--- config.mk ---
export PLATFORM = sky130hd
export DESIGN_NAME = fifo_uart_tx
export DESIGN_NICKNAME = d
export VERILOG_FILES = /design/src/rtl/fifo_uart_tx.sv
export SDC_FILE = /design/constraint.sdc
export NUM_CORES = 1
export LEC_CHECK = 0
export BUFFER_PORTS_ARGS = -buffer_cell sky130_fd_sc_hd__buf_2
export CAP_MARGIN = 40
export CORE_ASPECT_RATIO = 0.7
export CORE_MARGIN = 4
export CORE_UTILIZATION = 38
export CTS_CLUSTER_DIAMETER = 200
export DETAILED_ROUTE_END_ITERATION = 10
export SYNTH_ARGS = -nofsm -noshare
export SYNTH_HDL_FRONTEND = slang
export SYNTH_SLANG_ARGS = --single-unit
--- constraint.sdc ---
create_clock -name clk -period 2.43 [get_ports clk]
set_input_delay 0.1215 -clock clk [delete_from_list [all_inputs] [get_ports clk]]
set_output_delay 0.1215 -clock clk [all_outputs]
set_load 0.01 [all_outputs]
--- src/rtl/fifo_uart_tx.sv ---
// UART transmitter that pulls payload words from an upstream show-ahead FIFO.
// Sends a frame of one start bit, DATA_WIDTH data bits (LSB first) and one stop bit.
module fifo_uart_tx #(
  parameter int DATA_WIDTH   = 8,
  parameter int CLKS_PER_BIT = 16
) (
  input  logic                  clk,
  input  logic                  rst,
  input  logic                  fifo_empty,
  input  logic [DATA_WIDTH-1:0] fifo_rd_data,
  output logic                  fifo_rd_en,
  input  logic                  tx_en,
  output logic                  tx,
  output logic                  busy,
  output logic                  tx_done
);

  localparam int BIT_W  = (DATA_WIDTH > 1) ? $clog2(DATA_WIDTH) : 1;
  localparam int BAUD_W = $clog2(CLKS_PER_BIT);

  localparam logic [BIT_W-1:0]  LAST_BIT  = BIT_W'(DATA_WIDTH - 1);
  localparam logic [BAUD_W-1:0] BAUD_LAST = BAUD_W'(CLKS_PER_BIT - 1);
  localparam logic [BAUD_W-1:0] BAUD_PRE  = BAUD_W'(CLKS_PER_BIT - 2);

  typedef enum logic [1:0] {IDLE, START, DATA, STOP} state_t;

  state_t                state;
  logic [BIT_W-1:0]      bit_cnt;
  logic [BAUD_W-1:0]     baud_cnt;
  logic [DATA_WIDTH-1:0] shift;
  logic [DATA_WIDTH-1:0] shift_next;
  logic                  baud_wrap;

  // The pop is combinational so the head word is captured in the same cycle it is acknowledged.
  assign fifo_rd_en = !rst && (state == IDLE) && tx_en && !fifo_empty;
  assign baud_wrap  = (baud_cnt == BAUD_LAST);
  assign shift_next = shift >> 1;

  // NOTE: non-blocking assignments throughout, so every branch reads pre-edge values.
  always_ff @(posedge clk) begin
    if (rst) begin
      state    <= IDLE;
      tx       <= 1'b1;
      busy     <= 1'b0;
      tx_done  <= 1'b0;
      bit_cnt  <= '0;
      baud_cnt <= '0;
      shift    <= '0;
    end else begin
      tx_done <= 1'b0;
      case (state)
        IDLE: begin
          tx       <= 1'b1;
          busy     <= 1'b0;
          bit_cnt  <= '0;
          baud_cnt <= '0;
          if (fifo_rd_en) begin
            shift <= fifo_rd_data;
            state <= START;
            tx    <= 1'b0;
            busy  <= 1'b1;
          end
        end

        START: begin
          if (baud_wrap) begin
            baud_cnt <= '0;
            bit_cnt  <= '0;
            state    <= DATA;
            tx       <= shift[0];
          end else begin
            baud_cnt <= baud_cnt + 1'b1;
          end
        end

        DATA: begin
          if (baud_wrap) begin
            baud_cnt <= '0;
            shift    <= shift_next;
            if (bit_cnt == LAST_BIT) begin
              bit_cnt <= '0;
              state   <= STOP;
              tx      <= 1'b1;
            end else begin
              bit_cnt <= bit_cnt + 1'b1;
              tx      <= shift_next[0];
            end
          end else begin
            baud_cnt <= baud_cnt + 1'b1;
          end
        end

        STOP: begin
          if (baud_wrap) begin
            baud_cnt <= '0;
            state    <= IDLE;
            busy     <= 1'b0;
          end else begin
            baud_cnt <= baud_cnt + 1'b1;
            // Registered pulse: raise it one edge early so it is visible on the final stop cycle.
            if (baud_cnt == BAUD_PRE) tx_done <= 1'b1;
          end
        end

        default: state <= IDLE;
      endcase
    end
  end

endmodule

After elaboration in Yosys (flattened, before gate mapping)
Index checks and enable logic that the tools add are counted.
{"block": "totals", "input_bits": 12, "word_cells": 60, "output_inout_bits": 4, "register_bits": 20}
{"block": "classes", "n_reduce_logical": 15, "n_bitwise": 1, "addsub": 2, "eq_ne": 11, "n_mux": 24}
{"cell": "8-bit 2-to-1 mux", "n": 2}
{"cell": "8-bit one-hot mux with 2 select lines", "n": 1}
{"cell": "2-bit 2-to-1 mux", "n": 5}
{"cell": "2-bit inequality test, second input constant", "n": 5}
{"cell": "3-bit 2-to-1 mux", "n": 3}
{"cell": "3-bit one-hot mux with 3 select lines", "n": 1}
{"cell": "4-bit == test, second input constant", "n": 2}
{"cell": "2-bit one-hot mux with 4 select lines", "n": 1}
{"cell": "4-bit one-hot mux with 2 select lines", "n": 1}
{"cell": "1-bit 2-to-1 mux", "n": 7}
{"cell": "3-bit AND reduction", "n": 2}
{"cell": "3-bit OR reduction", "n": 2}
{"cell": "5-bit AND reduction", "n": 1}
{"cell": "4-bit by 1-bit adder with 4-bit output, second input constant", "n": 1}
{"cell": "2-bit == test, second input constant", "n": 2}
{"cell": "4-bit 2-to-1 mux", "n": 1}
{"cell": "2-bit nonzero test", "n": 2}
{"cell": "3-bit by 1-bit adder with 3-bit output, second input constant", "n": 1}
{"cell": "3-bit == test, second input constant", "n": 1}
{"cell": "1-bit logical AND", "n": 3}
{"cell": "1-bit one-hot mux with 3 select lines", "n": 1}
{"cell": "3-bit nonzero test", "n": 1}
{"cell": "2-bit by 1-bit == test with 1-bit output, second input constant", "n": 1}
{"cell": "1-bit logical NOT", "n": 2}
{"cell": "other kinds (4)", "n": 4}

Longest topological paths before layout
Gate-level depths: netlist of run 1.
{"block": "depth", "ltp_word": 6, "ltp_mapped": 8, "depth_no_buf": 6}

Worst setup path before layout of run 1
OpenSTA, ideal clock, no wires.
{"block": "synth_path", "kind": "register to register", "startpoint": "register state[0]", "endpoint": "register shift[3]", "slack_ps": 700, "t_arrival_ps": 1596, "period_less_slack_ps": 1730, "stages_incl_launch_ff": 9, "required_ps": 2296, "path_buffers": 2, "setup_time_ps": 134, "cell_sequence": "dfxtp_1 > inv_1 > ha_1 > buf_2 > nand4bb_1 > mux2i_1 > and2_1 > buf_2 > a211oi_1"}
{"block": "synth_between", "elab_chain_len": 6, "word_cells_on_any_way": 10, "classes_between": "eq/ne (3); mux (1); reduce/logical (6)"}
{"item": "start: declaration", "line": "27", "source": "state_t state;"}
{"item": "start signal: assignment", "line": "42", "source": "state <= IDLE;"}
{"item": "start signal: assignment", "line": "59", "source": "state <= START;"}
{"item": "start signal: assignment", "line": "69", "source": "state <= DATA;"}
{"item": "2-bit logical NOT", "line": "35, 51"}
{"item": "1-bit logical AND (3 in series)", "line": "35", "source": "assign fifo_rd_en = !rst && (state == IDLE) && tx_en && !fifo_empty;"}
{"item": "2-bit inequality test (no source line)"}
{"item": "3-bit AND reduction (no source line)"}
{"item": "end signal: assignment", "line": "58", "source": "shift <= fifo_rd_data;"}
{"item": "end signal: assignment", "line": "79", "source": "shift <= shift_next;"}
{"item": "end: declaration", "line": "30", "source": "logic [DATA_WIDTH-1:0] shift;"}
Several ways; a longest one is shown, not always the timed one.
A chain may end at the register's enable or synchronous reset.

Final worst setup path of run 1
{"block": "layout_path", "startpoint": "register state[0]", "endpoint": "register shift[0]"}
The elaborated chain is that of the path after synthesis.

==> qor_table.md, run 1 <==
| Step | Quantity | Reported |
|---|---|---|
| critical path | Maximum net fanout on the critical path | 8 |
| drt | Detailed Route Iter0 Violations | 40 |
| placement | Setup WS pre-CTS | 494 ps |
| timing | Worst setup slack after layout | 435 ps |
| flow run | Max Cap Viol | 0 |
| timing | Clock Skews | 1.99 ps |
| timing | Max-slew headroom | 71.3% |
| drt | Routed wire length | 2.02 mm |
| yosys | Post-synthesis sequential area ratio | 40.2% |
| critical path | R2R Path Start | state[0]$_SDFFE_PP0P_ |
| placement | Weighted congestion at the end of routability-driven global placement | 0.746 |
| timing | Min cycle time layout | 1990 ps |
| drt | WL per Instance | 13.0 µm |
| yosys | FFs w/ async S/R, synth | 0% |
| cells and area | Layout cells sized above 1 | 18.0% |
| pwr | Power spent charging and discharging nets | 0.000303 W |
| cts | Source-to-sink clock delay at the later pin of the worst-skew pair | 260 ps |
| cells and area | Final core area utilization | 46.3% |
| global route | Total global routing track utilization | 12.5% |
| critical path | Worst Setup SP | state[0]$_SDFFE_PP0P_ |
| yosys | Syn nets | 127 |
| pwr | Power share of the sequential group | 43.3% |
| die | Initial Utilization | 40.3% |
| cts | Number of sinks handled by clock tree synthesis | 20 |
| timing | Slew at the pin closest to its max-slew limit | 431 ps |
| yosys | Post-synthesis cell type with the largest combined area | dfxtp_1 |
| pwr | Switching share of total power | 33.0% |
| drt | Number of routed nets with antenna violations | 0 |
| critical path | Required time worst endpoint | 2560 ps |
| drt | Detailed-route via count | 814 |
| yosys | Count of cell types in the netlist | 33 |
| cells and area | Number of antenna diodes | 0 |
| critical path | Category of the critical setup timing path | reg -> reg |
| drt | Post-detailed-route via-to-cell ratio | 5.22 |
| die | Width of the die | 69.2 µm |
| timing | Final TNS setup | 0 ps |
| critical path | Data arrival time of the critical path | 2130 ps |
| yosys | Mapped Cells | 107 |
| timing | Number of endpoints with negative hold slack in the final report | 0 |
| cts | Buffers inserted by post-CTS timing repair | 0 |
| yosys | Post-synth EDFFs | 0 |
| cells and area | Synth-to-Final Area Change | 14.9% |
| pwr | Part of the power in combinational logic | 33.3% |
| pwr | Leakage component of the power | 0.455 nW |
| global route | Maximum number of pins on one net before global-route repair | 21 |
| min path | Class of the most critical hold timing path | in -> reg |
| yosys | Top-area cell type share of the netlist area | 40.2% |
| global route | Antenna violations before repair | 0 |
| timing | Unrepaired setup endpoints after global routing | false |
| placement | Hpwl dp | 1.50 mm |
| pwr | Maximum ir drop on the vdd rail | 0.392 mV |
| drt | Number of detailed-routing iterations run before antenna repair | 5 |
| outcome | Run status | complete, no violations |
| min path | Worst hold path cell count | 3 |
| pwr | Clock network fraction of total power | 23.4% |
| cts | Number of buffers on the longest clock path | 2 |
| yosys | Post-synthesis average cell area | 9.32 µm² |
| cells and area | NumNets Final | 144 |
| critical path | Number of cell instances on the worst register-to-register path | 7 |
| cts | Cell at the root of the clock tree | clkbuf_8 |
| placement | I/O Buffers | 15 |
| yosys | Most frequently used cell type in the post-synthesis netlist | dfxtp_1 |
| min path | Min-Delay Startpoint | fifo_rd_data[7] |
| yosys | Top post-synthesis cells by count | dfxtp_1 (20), a21oi_1 (10), mux2i_1 (10), nor2_1 (10) |
| yosys | Flop and latch count out of synthesis | 20 |
| timing | Final worst path period share | 82.1% |
| global route | Vias in the first global route | 750 |
| timing | Min Hold Slack | 77.1 ps |
| yosys | Dominant synthesized flop cell | dfxtp_1 |
| cts | Number of H-tree branching levels | 1 |
| timing | Setup violations, final | 0 |
| cts | Number of buffers inserted by hold repair at cts | 0 |
| pwr | Total internal power | 0.000614 W |
| global route | Global-route congestion overflow total | 0 |
| cts | CTS clock-pin slew for the worst setup and hold paths | 70 ps |
| pwr | Power density of the placed cells | 801 mW/mm² |
| yosys | Yosys warning count | 0 |
| timing | Number of max-slew violations in the final report | 0 |
| global route | Wire length of the first global-routing pass | 3.48 mm |
| cts | TritonCTS clock tree | done |
| timing | Fmax | 0.501 GHz |
| yosys | Combined area of all synthesized cells | 997 µm² |
| die | Number of rows created at floorplan | 15 |
| die | Floorplan core area | 0.00248 mm² |
| die | Die ar. | 0.00352 mm² |
| critical path | Kind of launch point of the worst setup path | flip-flop |
| critical path | Setup crit end kind | flip-flop |
| yosys | Top area cells in the synthesized netlist | dfxtp_1 (40%), ha_1 (10%), mux2i_1 (10%) |
| cts | Total CTS buffers | 3 |
| drt | Post-route DRC | 0 |
| cts | Number of instances resized during post-cts repair | 0 |
| die | Number of placed I/O pins | 16 |
| die | Vertical extent of the die | 50.9 µm |
## layout by cell type (no fill, tap or decap), types with 4 or more instances in the layout
cell,instances
a21oi_1,10
dfxtp_1,20
buf_2,15
nor2_1,10
ha_1,8
mux2i_1,10
a211oi_1,8
nand2_1,4
inv_1,5
## cell type report
type	count	area, µm²
clock buffers	3	41.3
fillers	264	1330
inverters	5	18.8
multi-input cells	76	546
flip-flops and latches	20	400
well taps	34	42.5
repair buffers	18	97.6
## final timing paths
path,endpoint,slack (ps)
max reg2reg,shift[0]$_SDFFE_PP0P_,440
min reg2reg,bit_cnt[1]$_SDFFE_PP0P_,470
min,shift[7]$_SDFFE_PP0P_,80
max,shift[0]$_SDFFE_PP0P_,440
## power by group through the flow
stage	combinational (W)	sequential [W]	clock, W
after floorplan	0.000213	0.000403	0
after global placement	0.000299	0.000402	0
after detailed placement	0.000308	0.000405	0
after CTS	0.000308	0.000397	0.000219
after global routing	0.000336	0.000402	0.000243
final	0.000305	0.000397	0.000215
## worst max-delay path: stages, from the launching register on
cell and delay (ps):
dfxtp_1 350, inv_1 100, ha_1 330, nand4bb_1 270, mux2i_1 210, buf_4 180, and2_1 300, a211oi_1 120
## logic make-up (layout without fill, tap and decap cells)
group | after synthesis | count (layout) | synth area share [%]
compound gates | 25 | 25 | 16.4
xor+xnor | 2 | 2 | 1.76
fa+ha+maj | 8 | 8 | 10.0
buf+inv | 11 | 26 | 5.14
flops | 20 | 20 | 40.2
mux | 10 | 10 | 10.0
simple gates | 31 | 31 | 16.4
## per-layer routing
| layer | routed length (µm) | vias up | global-route usage [%] |
|---|---|---|---|
| met4 | 19 | 0 | 2.92 |
| met2 | 847 | 16 | 18.7 |
| li1 | - | 420 | - |
| met5 | 0 | - | 0 |
| met1 | 1060 | 374 | 17.0 |
| met3 | 97 | 4 | 4.52 |
## through the flow
| step | cells | area [µm²] | total power (W) |
|---|---|---|---|
| floorplan | 107 | 997 | 0.000616 |
| global placement | 153 | 1100 | 0.000702 |
| detailed placement | 153 | 1100 | 0.000712 |
| CTS | 156 | 1150 | 0.000925 |
| global route | 156 | 1150 | 0.000981 |
| finish | 156 | 1150 | 0.000918 |
## sequential cells by signal (all words and copies together), names as in the netlist
| name | cells |
|---|---|
| tx_done | 1 |
| baud_cnt | 4 |
| shift | 8 |
| state | 2 |
| busy | 1 |
| tx | 1 |
| bit_cnt | 3 |
Note: power is estimated with default switching activity, not from simulation.
==> run 2, diff against run 1 <==
==> constraint.sdc (replaced) <==
create_clock -name clk -period 2.1 [get_ports clk]
set_input_delay 0.105 -clock clk [delete_from_list [all_inputs] [get_ports clk]]
set_output_delay 0.105 -clock clk [all_outputs]
set_load 0.01 [all_outputs]
==> run 2 against run 1 <==
  * Global-route usage increased by 0.25 points
  * Core utilization increased by 1.2 points
  * Clock-buffer cell count unchanged
  * First-iteration DRC count increased by 65%
  * Wire length increased by 1.6%
  * Combinational power increased by 21%
  * Setup slack got worse by 170 ps
  * Final cell count increased by 2.6%
  * Clock skew increased by 3.3 ps
==> qor_table.md, run 2 (synthesized netlist as in run 1, its figures left out) <==
| Step | Quantity | Reported | Change |
|---|---|---|---|
| global route | Total global routing track utilization | 12.7% | was 12.5% |
| min path | Worst hold path cell count | 3 | unchanged |
| die | Number of placed I/O pins | 16 | unchanged |
| die | Width of the die | 69.2 µm | unchanged |
| drt | Detailed-routing wirelength on met1 | 1.06 mm | about the same |
| timing | Setup violations, final | 0 | unchanged |
| die | Floorplan core area | 0.00248 mm² | unchanged |
| timing | Max-slew headroom | 70.5% | was 71.3% |
| pwr | Power share of the sequential group | 42.5% | was 43.3% |
| timing | Fmax | 0.546 GHz | was 0.501 GHz |
| die | Number of rows created at floorplan | 15 | unchanged |
| placement | I/O Buffers | 15 | unchanged |
| drt | Number of routed nets with antenna violations | 0 | unchanged |
| drt | WL per Instance | 12.8 µm | was 13.0 µm |
| drt | Length of routed met2 wiring | 893 µm | was 847 µm |
| critical path | Number of cell instances on the worst register-to-register path | 6 | was 7 |
| placement | Number of placed instances with taps included | 157 | was 153 |
| global route | Vias in the first global route | 806 | was 750 |
| drt | Detailed Route Iter0 Violations | 66 | was 40 |
| cells and area | Cell Count, Final, Fillers Out | 160 | was 156 |
| cts | Number of buffers inserted by hold repair at cts | 0 | unchanged |
| critical path | Data arrival time of the critical path | 1990 ps | was 2130 ps |
| global route | Global-route congestion overflow total | 0 | unchanged |
| critical path | Maximum net fanout on the critical path | 4 | was 8 |
| global route | Maximum number of pins on one net before global-route repair | 20 | was 21 |
| die | Vertical extent of the die | 50.9 µm | unchanged |
| drt | Routed wire length | 2.06 mm | was 2.02 mm |
| drt | Number of detailed-routing iterations run before antenna repair | 4 | was 5 |
| cells and area | Number of antenna diodes | 0 | unchanged |
| critical path | Category of the critical setup timing path | reg -> reg | unchanged |
| pwr | Leakage component of the power | 0.474 nW | was 0.455 nW |
| pwr | Total Power | 0.00108 W | was 0.000918 W |
| pwr | Maximum ir drop on the vdd rail | 0.345 mV | was 0.392 mV |
| global route | Antenna violations before repair | 0 | unchanged |
| cts | Number of buffers on the longest clock path | 2 | unchanged |
| timing | Number of endpoints with negative hold slack in the final report | 0 | unchanged |
| timing | Slew at the pin closest to its max-slew limit | 442 ps | was 431 ps |
| global route | Wire length of the first global-routing pass | 3.59 mm | was 3.48 mm |
| cells and area | NumNets Final | 148 | was 144 |
| drt | Detailed-route via count | 832 | was 814 |
| flow run | Max Cap Viol | 0 | unchanged |
| min path | Min-Delay Startpoint | fifo_rd_data[7] | unchanged |
| placement | Weighted congestion at the end of routability-driven global placement | 0.723 | was 0.746 |
| cells and area | Most frequent standard cell in the layout excluding fill and tap cells | dfxtp_1 | unchanged |
| timing | Worst setup slack after layout | 267 ps | was 435 ps |
| min path | Class of the most critical hold timing path | in -> reg | unchanged |
| min path | Worst Hold End | shift[7]$_SDFFE_PP0P_ | unchanged |
| cts | Source-to-sink clock delay at the later pin of the worst-skew pair | 260 ps | about the same |
| timing | Final TNS setup | 0 ps | unchanged |
| cts | Number of H-tree branching levels | 1 | unchanged |
| cts | Number of sinks handled by clock tree synthesis | 20 | unchanged |
| pwr | Total internal power | 0.000728 W | was 0.000614 W |
| cts | TritonCTS clock tree | done | unchanged |
| timing | Number of max-slew violations in the final report | 0 | unchanged |
| critical path | Required time worst endpoint | 2260 ps | was 2560 ps |
| cts | Cell at the root of the clock tree | clkbuf_8 | unchanged |
| critical path | Worst flop-to-flop path endpoint | state[1]$_SDFFE_PP0P_ | was shift[0]$_SDFFE_PP0P_ |
| cells and area | Layout cells sized above 1 | 20.6% | was 18.0% |
| pwr | Power density of the placed cells | 921 mW/mm² | was 801 mW/mm² |
| die | Die ar. | 0.00352 mm² | unchanged |
| drt | Post-route DRC | 0 | unchanged |
| cells and area | Number of flip-flops under the largest register name | 8 | unchanged |
| pwr | Power spent charging and discharging nets | 0.000355 W | was 0.000303 W |
| cells and area | Largest register by flop count | shift | unchanged |
| placement | Setup WS pre-CTS | 273 ps | was 494 ps |
| cts | Number of instances resized during post-cts repair | 0 | unchanged |
| drt | Post-detailed-route via-to-cell ratio | 5.20 | was 5.22 |
| pwr | Part of the power in combinational logic | 34.1% | was 33.3% |
| cts | Total CTS buffers | 3 | unchanged |
| drt | Uppermost signal routing layer after detailed routing | met4 | unchanged |
| critical path | Kind of launch point of the worst setup path | flip-flop | unchanged |
| outcome | Run status | complete, no violations | unchanged |
| cts | Buffers inserted by post-CTS timing repair | 0 | unchanged |
| critical path | Setup crit end kind | flip-flop | unchanged |
| timing | Clock Skews | 5.25 ps | was 1.99 ps |
| cts | CTS clock-pin slew for the worst setup and hold paths | 70 ps | about the same |
| timing | Unrepaired setup endpoints after global routing | false | unchanged |
| die | Initial Utilization | 40.3% | unchanged |
| timing | Final worst path period share | 87.3% | was 82.1% |
| cells and area | Synth-to-Final Area Change | 17.9% | was 14.9% |
| placement | Hpwl dp | 1.54 mm | was 1.50 mm |
| critical path | Worst reg2reg setup slack | 270 ps | was 440 ps |
| cells and area | Most frequent cells in the layout | dfxtp_1 (20), buf_2 (15), nor2_1 (10), mux2i_1 (10), a21oi_1 (10) | unchanged |
| timing | Min cycle time layout | 1830 ps | was 1990 ps |
| pwr | Switching share of total power | 32.8% | was 33.0% |
| cells and area | Leading registers by flop count | shift (8), baud_cnt (4), bit_cnt (3) | unchanged |
| pwr | Clock network fraction of total power | 23.3% | was 23.4% |
| drt | Routed met3 length | 77 µm | was 97 µm |
| critical path | R2R Path Start | state[1]$_SDFFE_PP0P_ | was state[0]$_SDFFE_PP0P_ |
[run 2: changes by cell type in the layout (fill, tap and decap cells not counted), sizes merged]
cell / delta
buf: +4
[run 2: critical path, cell delays in order, from the launching register on]
cell	delay (ps)
dfxtp_1	390
inv_1	80
ha_1	210
or2_2	310
a222oi_1	440
mux2i_1	250
nor2_1	50
[run 2: through the flow]
stage | hold slack (ps) | util, % | cell area (µm²)
4_1_cts | 51.2 | 47.5 | 1180
3_5_place_dp | 325 | 45.8 | 1130
6_report | 55.0 | 47.5 | 1180
5_1_grt | 73.2 | 47.5 | 1180
2_1_floorplan | 220 | - | 997
3_3_place_gp | 336 | 45.8 | 1130
[run 2: worst max path at each step]
stage / to / start / cells after the start / slack [ps]
final: state[1]$_SDFFE_PP0P_ / state[1]$_SDFFE_PP0P_ / 6 / 270
after global routing: state[1]$_SDFFE_PP0P_ / state[1]$_SDFFE_PP0P_ / 6 / 120
after CTS: state[1]$_SDFFE_PP0P_ / state[1]$_SDFFE_PP0P_ / 6 / 260
after detailed placement: state[1]$_SDFFE_PP0P_ / state[1]$_SDFFE_PP0P_ / 6 / 270
after global placement: state[1]$_SDFFE_PP0P_ / state[1]$_SDFFE_PP0P_ / 6 / 380
after floorplan: shift[3]$_SDFFE_PP0P_ / state[0]$_SDFFE_PP0P_ / 8 / 370
[run 2: area by class of cell]
| class | instances | area, µm² |
|---|---|---|
| Timing Repair Buffer | 22 | 128 |
| Sequential cell | 20 | 400 |
| Clock buffer | 3 | 41.3 |
| Multi-Input combinational cell | 76 | 546 |
| Fill cell | 244 | 1300 |
| Inverter | 5 | 18.8 |
| Tap cell | 34 | 42.5 |
[run 2: metal layers]
layer | up-vias | track usage [%]
met1 | 390 | 17.1
met5 | - | 0
met4 | 0 | 2.92
li1 | 428 | -
met2 | 10 | 19.0
met3 | 4 | 5.11
[run 2: power by group through the flow]
stage          Clock [W]  Combinational [W]  Sequential (W)
2_1_floorplan          0           0.000246        0.000467
3_3_place_gp           0           0.000366        0.000466
3_5_place_dp           0           0.000369        0.000468
4_1_cts         0.000258           0.000370        0.000460
5_1_grt         0.000273           0.000413        0.000464
6_report        0.000253           0.000370        0.000461
==> run 3, diff against run 2 <==
--- a/config.mk
+++ b/config.mk
@@ -12,6 +12,7 @@
 export CORE_UTILIZATION = 38
 export CTS_CLUSTER_DIAMETER = 200
 export DETAILED_ROUTE_END_ITERATION = 10
+export REMOVE_ABC_BUFFERS = 1
 export SYNTH_ARGS = -nofsm -noshare
 export SYNTH_HDL_FRONTEND = slang
 export SYNTH_SLANG_ARGS = --single-unit
==> run 3 against run 2 <==
  * Sequential cell count did not move
  * Maximum frequency increased by 0.35%
  * Sequential power is essentially flat
  * First-iteration DRC count fell by 4.5%
  * Hold slack got worse by 20 ps
  * Global-route usage down 0.31 points
  * Power rose by 13%
  * Via count is 0.48% higher
  * Sequential share of layout area down 0.43 points
  * Non-clock buffer count down 2
  * Combinational power is 1% higher
  * Clock power grew 53%
==> qor_table.md, run 3 (synthesized netlist as in run 1, its figures left out) <==
| Step | Quantity | Reported | Change |
|---|---|---|---|
| cts | Source-to-sink clock delay at the later pin of the worst-skew pair | 260 ps | about the same |
| timing | Number of max-slew violations in the final report | 0 | unchanged |
| cells and area | Most frequent standard cell in the layout excluding fill and tap cells | dfxtp_1 | unchanged |
| global route | Total global routing track utilization | 12.4% | was 12.7% |
| cts | Number of buffers inserted by hold repair at cts | 0 | unchanged |
| outcome | Run status | complete, no violations | unchanged |
| placement | Placed inst area | 0.00112 mm² | was 0.00113 mm² |
| die | Number of rows created at floorplan | 15 | unchanged |
| cts | Number of H-tree branching levels | 1 | unchanged |
| die | Die ar. | 0.00352 mm² | unchanged |
| flow run | Max Cap Viol | 0 | unchanged |
| drt | Post-route DRC | 0 | unchanged |
| cts | Number of buffers on the longest clock path | 2 | unchanged |
| cells and area | Number of flip-flops under the largest register name | 8 | unchanged |
| drt | Detailed Route Iter0 Violations | 63 | was 66 |
| pwr | Power density of the placed cells | 1030 mW/mm² | was 921 mW/mm² |
| critical path | Maximum net fanout on the critical path | 4 | unchanged |
| die | Vertical extent of the die | 50.9 µm | unchanged |
| global route | Antenna violations before repair | 0 | unchanged |
| die | Floorplan core area | 0.00248 mm² | unchanged |
| cells and area | Most frequent cells in the layout | dfxtp_1 (20), buf_2 (15), nor2_1 (10), mux2i_1 (10), a21oi_1 (10) | unchanged |
| critical path | Worst reg2reg setup slack | 270 ps | about the same |
| critical path | Required time worst endpoint | 2240 ps | was 2260 ps |
| critical path | Worst flop-to-flop path endpoint | state[1]$_SDFFE_PP0P_ | unchanged |
| min path | Min-Delay Startpoint | fifo_rd_data[7] | unchanged |
| critical path | R2R Path Start | state[1]$_SDFFE_PP0P_ | unchanged |
| timing | Slew at the pin closest to its max-slew limit | 437 ps | was 442 ps |
| global route | Wire length of the first global-routing pass | 3.46 mm | was 3.59 mm |
| cts | Cell at the root of the clock tree | clkbuf_8 | unchanged |
| cts | TritonCTS clock tree | done | unchanged |
| die | Initial Utilization | 40.3% | unchanged |
| drt | Number of detailed-routing iterations run before antenna repair | 4 | unchanged |
| timing | Setup violations, final | 0 | unchanged |
| cells and area | NumNets Final | 146 | was 148 |
| timing | Number of endpoints with negative hold slack in the final report | 0 | unchanged |
| pwr | Leakage component of the power | 0.478 nW | was 0.474 nW |
| cells and area | Layout cells sized above 1 | 20.0% | was 20.6% |
| die | Number of placed I/O pins | 16 | unchanged |
| cts | Total CTS buffers | 3 | unchanged |
| global route | Global-route congestion overflow total | 0 | unchanged |
| pwr | Maximum ir drop on the vdd rail | 0.369 mV | was 0.345 mV |
| timing | Min Hold Slack | 34.8 ps | was 55.0 ps |
| placement | Weighted congestion at the end of routability-driven global placement | 0.898 | was 0.723 |
| cts | Number of sinks handled by clock tree synthesis | 20 | unchanged |
| cells and area | Largest register by flop count | shift | unchanged |
| timing | Unrepaired setup endpoints after global routing | false | unchanged |
| min path | Worst hold path cell count | 3 | unchanged |
| timing | Min cycle time layout | 1830 ps | about the same |
| min path | Class of the most critical hold timing path | in -> reg | unchanged |
| drt | Detailed-route via count | 836 | was 832 |
| cts | Number of instances resized during post-cts repair | 0 | unchanged |
| drt | Routed wire length | 2.05 mm | was 2.06 mm |
| cells and area | Number of antenna diodes | 0 | unchanged |
| timing | Max-slew headroom | 70.8% | was 70.5% |
| critical path | Kind of launch point of the worst setup path | flip-flop | unchanged |
| timing | Clock Skews | 3.10 ps | was 5.25 ps |
| placement | I/O Buffers | 15 | unchanged |
| drt | Number of routed nets with antenna violations | 0 | unchanged |
| placement | Hpwl dp | 1.55 mm | was 1.54 mm |
| drt | WL per Instance | 12.9 µm | was 12.8 µm |
| critical path | Data arrival time of the critical path | 1970 ps | was 1990 ps |
| timing | Fmax | 0.547 GHz | was 0.546 GHz |
| critical path | Number of cell instances on the worst register-to-register path | 6 | unchanged |
| cts | Buffers inserted by post-CTS timing repair | 0 | unchanged |
| cells and area | Synth-to-Final Area Change | 19.4% | was 17.9% |
| die | Width of the die | 69.2 µm | unchanged |
| cts | CTS clock-pin slew for the worst setup and hold paths | 80 ps | was 70 ps |
| timing | Final worst path period share | 87.0% | was 87.3% |
| critical path | Category of the critical setup timing path | reg -> reg | unchanged |
| timing | Final TNS setup | 0 ps | unchanged |
| critical path | Critical Path Sink | state[1]$_SDFFE_PP0P_ | unchanged |
| critical path | Worst Setup SP | state[1]$_SDFFE_PP0P_ | unchanged |
| cells and area | Area of all placed cells without fillers | 0.00119 mm² | was 0.00118 mm² |
| critical path | Setup crit end kind | flip-flop | unchanged |
| global route | Maximum number of pins on one net before global-route repair | 21 | was 20 |
| drt | Post-detailed-route via-to-cell ratio | 5.26 | was 5.20 |
| cells and area | Leading registers by flop count | shift (8), baud_cnt (4), bit_cnt (3) | unchanged |
| global route | Vias in the first global route | 786 | was 806 |
[run 3: metrics by stage]
step                      power [W]  instances  setup WS, ps  utilization [%]
after CTS                   0.00123        159           273             48.1
after floorplan            0.000702        101           215                -
after global routing        0.00129        159           153             48.1
after global placement     0.000834        155           379             45.2
after detailed placement   0.000841        155           286             45.2
final                       0.00122        159           273             48.1
[run 3: layout make-up]
type	count	area (µm²)
fillers	255	1290
multi-input cells	76	546
flip-flops and latches	20	400
repair buffers	20	113
well taps	34	42.5
clock buffers	3	41.3
clock inverters	1	30.0
inverters	5	18.8
[run 3: critical path: stages, from the launching register on]
cell and delay, ps:
dfxtp_1 380, inv_1 80, ha_1 200, or2_2 310, a222oi_1 440, mux2i_1 240
nor2_1 50
[run 3: worst min path at each step]
stage,to
after CTS,shift[7]$_SDFFE_PP0P_
after global placement,shift[7]$_SDFFE_PP0P_
after detailed placement,shift[7]$_SDFFE_PP0P_
final,shift[7]$_SDFFE_PP0P_
after global routing,shift[7]$_SDFFE_PP0P_
after floorplan,bit_cnt[1]$_SDFFE_PP0P_
[run 3: metal layers]
layer	vias to the layer above	part of all wire [%]	global-route usage (%)
met2	16	42	19.1
met3	6	5.7	4.91
met4	0	1.7	4.22
met1	388	50	15.8
met5	-	0	0
li1	426	-	-
[run 3: report_power, final]
group | switching (W) | internal, W
clock | 0.000132 | 0.000255
combinational | 0.000201 | 0.000174
sequential | 0.0000341 | 0.000425
